### config.mk
export PLATFORM = sky130hd
export DESIGN_NAME = spi_mem_cmd_ctrl
export DESIGN_NICKNAME = d
export VERILOG_FILES = /design/src/rtl/spi_mem_cmd_ctrl.sv
export SDC_FILE = /design/constraint.sdc
export NUM_CORES = 1
export LEC_CHECK = 0
export CORE_UTILIZATION = 40
export CTS_CLUSTER_SIZE = 10
export DETAILED_ROUTE_END_ITERATION = 7
export PLACE_DENSITY = 0.85
export REMOVE_ABC_BUFFERS = 1
export SLEW_MARGIN = 25
export SYNTH_ARGS = -nofsm -noshare
export SYNTH_HDL_FRONTEND = slang
export SYNTH_SLANG_ARGS = --single-unit
### constraint.sdc
create_clock -name clk -period 1.95 [get_ports clk]
set_clock_uncertainty 0.2 [all_clocks]
set_input_delay 0.195 -clock clk [delete_from_list [all_inputs] [get_ports clk]]
set_output_delay 0.195 -clock clk [all_outputs]
set_load 0.03 [all_outputs]
### src/rtl/spi_mem_cmd_ctrl.sv
// SPI command sequencer: parses CMD/ADDR/LEN bursts from the RX stream and drives a BRAM port.
// Optional user port and alternating-priority arbiter are enabled with SPI_MEM_USER_PORT_EN.
module spi_mem_cmd_ctrl #(
  parameter int ADDR_WIDTH = 8,
  parameter int DATA_WIDTH = 8
) (
  input  logic                  clk,
  input  logic                  rst,
  input  logic [DATA_WIDTH-1:0] rx_data,
  input  logic                  rx_valid,
  output logic                  rx_ready,
  output logic [DATA_WIDTH-1:0] tx_data,
  output logic                  tx_valid,
  input  logic                  tx_ready,
  output logic [ADDR_WIDTH-1:0] mem_addr,
  output logic                  mem_we,
  output logic [DATA_WIDTH-1:0] mem_wdata,
  input  logic [DATA_WIDTH-1:0] mem_rdata,
  input  logic                  usr_req,
  input  logic                  usr_we,
  input  logic [ADDR_WIDTH-1:0] usr_addr,
  input  logic [DATA_WIDTH-1:0] usr_wdata,
  output logic                  usr_gnt,
  output logic                  usr_rvalid,
  output logic [DATA_WIDTH-1:0] usr_rdata,
  output logic                  busy
);

  localparam logic [2:0] S_IDLE  = 3'd0;
  localparam logic [2:0] S_ADDR  = 3'd1;
  localparam logic [2:0] S_LEN   = 3'd2;
  localparam logic [2:0] S_WDATA = 3'd3;
  localparam logic [2:0] S_RDATA = 3'd4;

  localparam logic [DATA_WIDTH-1:0] CMD_WR = DATA_WIDTH'(8'h01);
  localparam logic [DATA_WIDTH-1:0] CMD_RD = DATA_WIDTH'(8'h02);

  logic [2:0]            state_q, state_d;
  logic [ADDR_WIDTH-1:0] ptr_q, ptr_d;
  logic [7:0]            cnt_q, cnt_d;
  logic                  is_wr_q, is_wr_d;
  logic                  rd_pend_q, rd_pend_d;
  logic                  txv_q, txv_d;
  logic [DATA_WIDTH-1:0] txd_q, txd_d;
  logic                  spi_req, spi_gnt, usr_gnt_w;
  logic                  rx_fire, tx_fire;

  // Read data is forwarded straight from the BRAM in the cycle after the grant,
  // and only parked in txd_q when the TX FIFO stalls.
  assign tx_valid = txv_q | rd_pend_q;
  assign tx_data  = rd_pend_q ? mem_rdata : txd_q;
  assign tx_fire  = tx_valid & tx_ready;

  assign spi_req  = (state_q == S_WDATA) ? rx_valid
                  : ((state_q == S_RDATA) & ~rd_pend_q & ~txv_q);
  assign rx_ready = (state_q == S_WDATA) ? spi_gnt : 1'b1;
  assign rx_fire  = rx_valid & rx_ready;
  assign busy     = (state_q != S_IDLE);
  assign usr_gnt  = usr_gnt_w;

  always_comb begin
    state_d   = state_q;
    ptr_d     = ptr_q;
    cnt_d     = cnt_q;
    is_wr_d   = is_wr_q;
    rd_pend_d = 1'b0;
    txv_d     = txv_q;
    txd_d     = txd_q;
    case (state_q)
      S_IDLE: if (rx_fire && (rx_data == CMD_WR || rx_data == CMD_RD)) begin
        state_d = S_ADDR;
        is_wr_d = (rx_data == CMD_WR);
      end
      S_ADDR: if (rx_fire) begin
        ptr_d   = ADDR_WIDTH'(rx_data);
        state_d = S_LEN;
      end
      S_LEN: if (rx_fire) begin
        cnt_d   = 8'(rx_data);
        state_d = is_wr_q ? S_WDATA : S_RDATA;
      end
      S_WDATA: if (spi_gnt) begin
        ptr_d = ptr_q + 1'b1;
        cnt_d = cnt_q - 8'd1;
        if (cnt_q == 8'd0) state_d = S_IDLE;
      end
      S_RDATA: begin
        if (spi_gnt) begin
          ptr_d     = ptr_q + 1'b1;
          rd_pend_d = 1'b1;
        end
        if (rd_pend_q) begin
          txd_d = mem_rdata;
          txv_d = ~tx_ready;
        end else if (tx_fire) begin
          txv_d = 1'b0;
        end
        if (tx_fire) begin
          cnt_d = cnt_q - 8'd1;
          if (cnt_q == 8'd0) state_d = S_IDLE;
        end
      end
      default: state_d = S_IDLE;
    endcase
  end

  always_ff @(posedge clk or posedge rst) begin
    if (rst) begin
      state_q   <= S_IDLE;
      ptr_q     <= '0;
      cnt_q     <= '0;
      is_wr_q   <= 1'b0;
      rd_pend_q <= 1'b0;
      txv_q     <= 1'b0;
      txd_q     <= '0;
    end else begin
      state_q   <= state_d;
      ptr_q     <= ptr_d;
      cnt_q     <= cnt_d;
      is_wr_q   <= is_wr_d;
      rd_pend_q <= rd_pend_d;
      txv_q     <= txv_d;
      txd_q     <= txd_d;
    end
  end

`ifdef SPI_MEM_USER_PORT_EN
  logic last_usr_q, last_usr_d;
  logic usr_rv_q;

  // last_usr_q only moves on contested cycles; the loser of the last contest wins the next.
  assign usr_gnt_w  = usr_req & (~spi_req | ~last_usr_q);
  assign spi_gnt    = spi_req & (~usr_req | last_usr_q);
  assign last_usr_d = (spi_req & usr_req) ? usr_gnt_w : last_usr_q;

  assign mem_addr   = spi_gnt ? ptr_q   : usr_addr;
  assign mem_wdata  = spi_gnt ? rx_data : usr_wdata;
  assign mem_we     = spi_gnt ? (state_q == S_WDATA) : (usr_gnt_w & usr_we);
  assign usr_rvalid = usr_rv_q;
  assign usr_rdata  = usr_rv_q ? mem_rdata : '0;

  always_ff @(posedge clk or posedge rst) begin
    if (rst) begin
      last_usr_q <= 1'b1;
      usr_rv_q   <= 1'b0;
    end else begin
      last_usr_q <= last_usr_d;
      usr_rv_q   <= usr_gnt_w & ~usr_we;
    end
  end
`else
  logic unused_usr;

  assign spi_gnt    = spi_req;
  assign usr_gnt_w  = 1'b0;
  assign mem_addr   = ptr_q;
  assign mem_wdata  = rx_data;
  assign mem_we     = spi_gnt & (state_q == S_WDATA);
  assign usr_rvalid = 1'b0;
  assign usr_rdata  = '0;
  assign unused_usr = ^{usr_req, usr_we, usr_addr, usr_wdata};
`endif

endmodule

==> metrics.txt <==
result of the run finished, violations left; violated checks negative setup slack; deepest level of the CTS H-tree 2; cells after synthesis approximately 220; Post-DRT Antenna Nets 0; total power density per cell area 1490 nW/um2; largest vdd supply drop roughly 1.0 mV; clock group share of total power between 10% and 20%; final hold violations 0; nature of the critical path endpoint register; CTS max path bufs 2; proportion of synthesized flip-flops having asynchronous set or reset 100%; wire length of the first global-routing pass 8.78 mm; register area share after synthesis between 30% and 40%; instance area at placement roughly 2600 um2; Combinational Power Share 54.9%; depth of the worst register-to-register path 6; number of clock buffers inserted by TritonCTS 5; Post-Synthesis Cell Area 1990 um2; largest net degree at the start of global routing 31; Reg2Reg Launch Point state_q[2]; antenna diode instance count 0; area of all placed cells without fillers between 2000 and 3000 um2; placeable core region about 4800 um2; total number of placement rows 25; Critical Path Start state_q[2]; Die Width 72.5 um; clock-pin slew on the worst setup and hold paths around 70 ps; static leakage around 1.3 nW; cell chosen for the clock root clkbuf_8; gr ovfl total 0; number of distinct library cell variants in the gate-level netlist after synthesis 52; CP arrival approximately 2000 ps; layout cells sized above 1 between 30% and 40%; number of nets in the layout 340; top flip-flop cell by instance count after synthesis dfrtp_1; die height a little over 70 um; Max Fclk 501 MHz; number of violations reported at the end of detailed-routing iteration 0 between 60 and 70; wire per inst around 16 um; maximum fanout count along the critical path 8; # Max-Cap Violations 0; count of synthesis-stage warnings from yosys 0; via density per instance approximately 5.5; number of inserted filler cells in the final layout slightly above 400; CP Capture Point mem_addr[5]; via count of the first global-routing pass 1906; clock network latency to the later pin of the worst-skew pair 280 ps; post-synthesis register bit count 30; post-layout instance count excluding filler cells 367; switching fraction of total power between 40 and 50%; Sw Pwr 1.85 mW; CTS tree yes; number of placed cells counting well taps 350; Initial Utilization around two fifths; setup repair after global routing missed its margin yes; number of primary I/O pins 76; EDFF count, synth 0; routability cong. approximately 0.86; Final Total Pwr ~4.4 mW; residual DRC count 0; period utilization 102%; DRT Wirelength 5.76 mm; minimum clock period between 1500 and 2000 ps; vias after detailed routing roughly 2000; R2R Setup Slk -40 ps; required time of the critical path 1980 ps; final setup fails 2; count of input and output buffers 47; antenna violations before repair 0; final setup margin -44.5 ps; worst slack on hold paths about 86 ps; estimated wirelength of the detail-placed design between 3 and 4 mm; growth of design area from synthesis to finish 46.7%; GRT Resource Usage Total roughly 22%; post-synthesis area per instance 8.93 um2; fraction of power consumed by sequential logic between 20% and 30%; Internal Pwr Total about 2.5 mW; count of final max-slew check failures 0; Die Footprint about 5300 um2; drt first pass iters 4; # clock sinks 30; category of the critical setup timing path reg2reg; destination of the worst register-to-register timing path mem_addr[5]; startpoint type of the worst setup path register; HP Class in2async
==> layout by cell type, fill, tap and decap left out, drive strengths merged, types with 3 or more instances in the layout <==
| cell type | count |
|---|---|
| or2 | 3 |
| or3b | 3 |
| ha | 3 |
| nor2 | 8 |
| o21ai | 17 |
| dlygate4sd2 | 4 |
| a21oi | 7 |
| nand2 | 38 |
| nand3 | 9 |
| a22o | 6 |
| clkdlybuf4s50 | 34 |
| mux2 | 9 |
| conb | 10 |
| o22ai | 6 |
| buf | 43 |
| clkbuf | 13 |
| inv | 7 |
| a22oi | 4 |
| nor3 | 5 |
| dfrtp | 30 |
| a21boi | 4 |
==> logic make-up after synthesis <==
kind of cell / synth area share, %
other: 0.188
adder cells (fa/ha/maj): 1.89
AND/OR/NAND/NOR: 19.3
XOR/XNOR: 0.440
multiplexers: 6.10
AO/OA/AOI/OAI: 23.1
flip-flops: 37.7
buffers and inverters: 11.3
==> synthesized netlist by cell type, types with 2 or more instances <==
cell type / instances / area share, %
o22a_1: 2 / 0.88
a22oi_1: 4 / 1.5
o21ai_1: 3 / 0.75
nor3b_1: 2 / 0.75
dfrtp_1: 30 / 38
inv_1: 7 / 1.3
or2_2: 2 / 0.63
clkbuf_1: 3 / 0.57
o22ai_2: 2 / 1.3
mux2i_1: 2 / 1.0
nand3_1: 9 / 2.3
nor2_1: 8 / 1.5
buf_2: 5 / 1.3
a22o_1: 6 / 2.6
o41ai_1: 2 / 0.88
and4_1: 2 / 0.88
nand2_1: 38 / 7.2
nor4b_1: 2 / 0.88
o31ai_1: 2 / 0.75
a21oi_1: 7 / 1.8
a2bb2oi_1: 2 / 0.88
buf_4: 20 / 7.5
mux2_2: 8 / 4.5
o21ai_0: 14 / 3.5
a211oi_1: 2 / 0.75
nor3_1: 5 / 1.3
a21boi_0: 3 / 1.1
ha_1: 3 / 1.9
o22ai_1: 4 / 1.3
o211ai_1: 2 / 0.75
==> power groups by stage <==
stage / combinational (mW) / sequential, mW / clock [mW]
after global routing: 2.57 / 1.20 / 0.826
after CTS: 2.30 / 1.14 / 0.798
after detailed placement: 2.28 / 1.13 / 0
after floorplan: 1.11 / 1.30 / 0
after global placement: 2.21 / 1.12 / 0
final: 2.39 / 1.17 / 0.795
==> worst min path at each step <==
| stage | from | to | slack (ps) | cells past startpoint |
|---|---|---|---|---|
| CTS | rst | mem_addr[5] | 100 | 3 |
| detailed placement | txd_q[4] | txd_q[4] | 270 | 2 |
| floorplan | rst | cnt_q[0] | 90 | 1 |
| global route | rst | txd_q[3] | 120 | 3 |
| global placement | txd_q[5] | txd_q[5] | 260 | 2 |
| finish | rst | txd_q[0] | 90 | 3 |
==> cell type report <==
| type | count | area, um2 | area share, % |
|---|---|---|---|
| Clock buffer | 6 | 82.6 | 2.83 |
| Clock inverter | 2 | 60.1 | 2.06 |
| Inverter | 7 | 26.3 | 0.900 |
| Multi-Input combinational cell | 167 | 1150 | 39.5 |
| Sequential cell | 30 | 753 | 25.8 |
| Tap cell | 67 | 83.8 | 2.87 |
| Timing Repair Buffer | 88 | 759 | 26.0 |
==> sequential cells by signal (all words and copies together), names as in the netlist <==
name,count
cnt_q,8
mem_addr,8
rd_pend_q,1
txv_q,1
state_q,3
is_wr_q,1
txd_q,8
==> layer usage <==
metal | wire length [um] | vias up | global-route usage [%]
met5 | 0 | - | 0
met4 | 152 | 0 | 9.59
met3 | 347 | 16 | 5.00
met2 | 2890 | 88 | 37.3
met1 | 2370 | 975 | 25.7
li1 | - | 938 | -
==> what timing repair did <==
| action | CTS | global route |
|---|---|---|
| buffers inserted | 1 | 7 |
| pin swaps | 3 | 2 |
| setup endpoints to repair | 15 | 25 |
| cloned | 1 | 0 |
| hold buffers | 0 | 0 |
| gates resized for setup | 21 | 29 |
==> critical path: stages (launching register included) <==
cell	delay, ps
dfrtp_2	440
buf_4	180
and3b_2	270
nor2_1	50
buf_4	180
o41ai_1	430
a22o_1	180
==> metrics by stage <==
step,util (%),setup WS (ps),setup TNS [ps]
2_1_floorplan,-,-597,-7010
3_3_place_gp,55.4,-9.47,-20.9
3_5_place_dp,55.4,-28.6,-83.2
4_1_cts,59.6,-0.791,-0.791
5_1_grt,61.4,-107,-402
6_report,61.4,-44.5,-69.0
No activity file was read; power rests on OpenSTA's default activity.
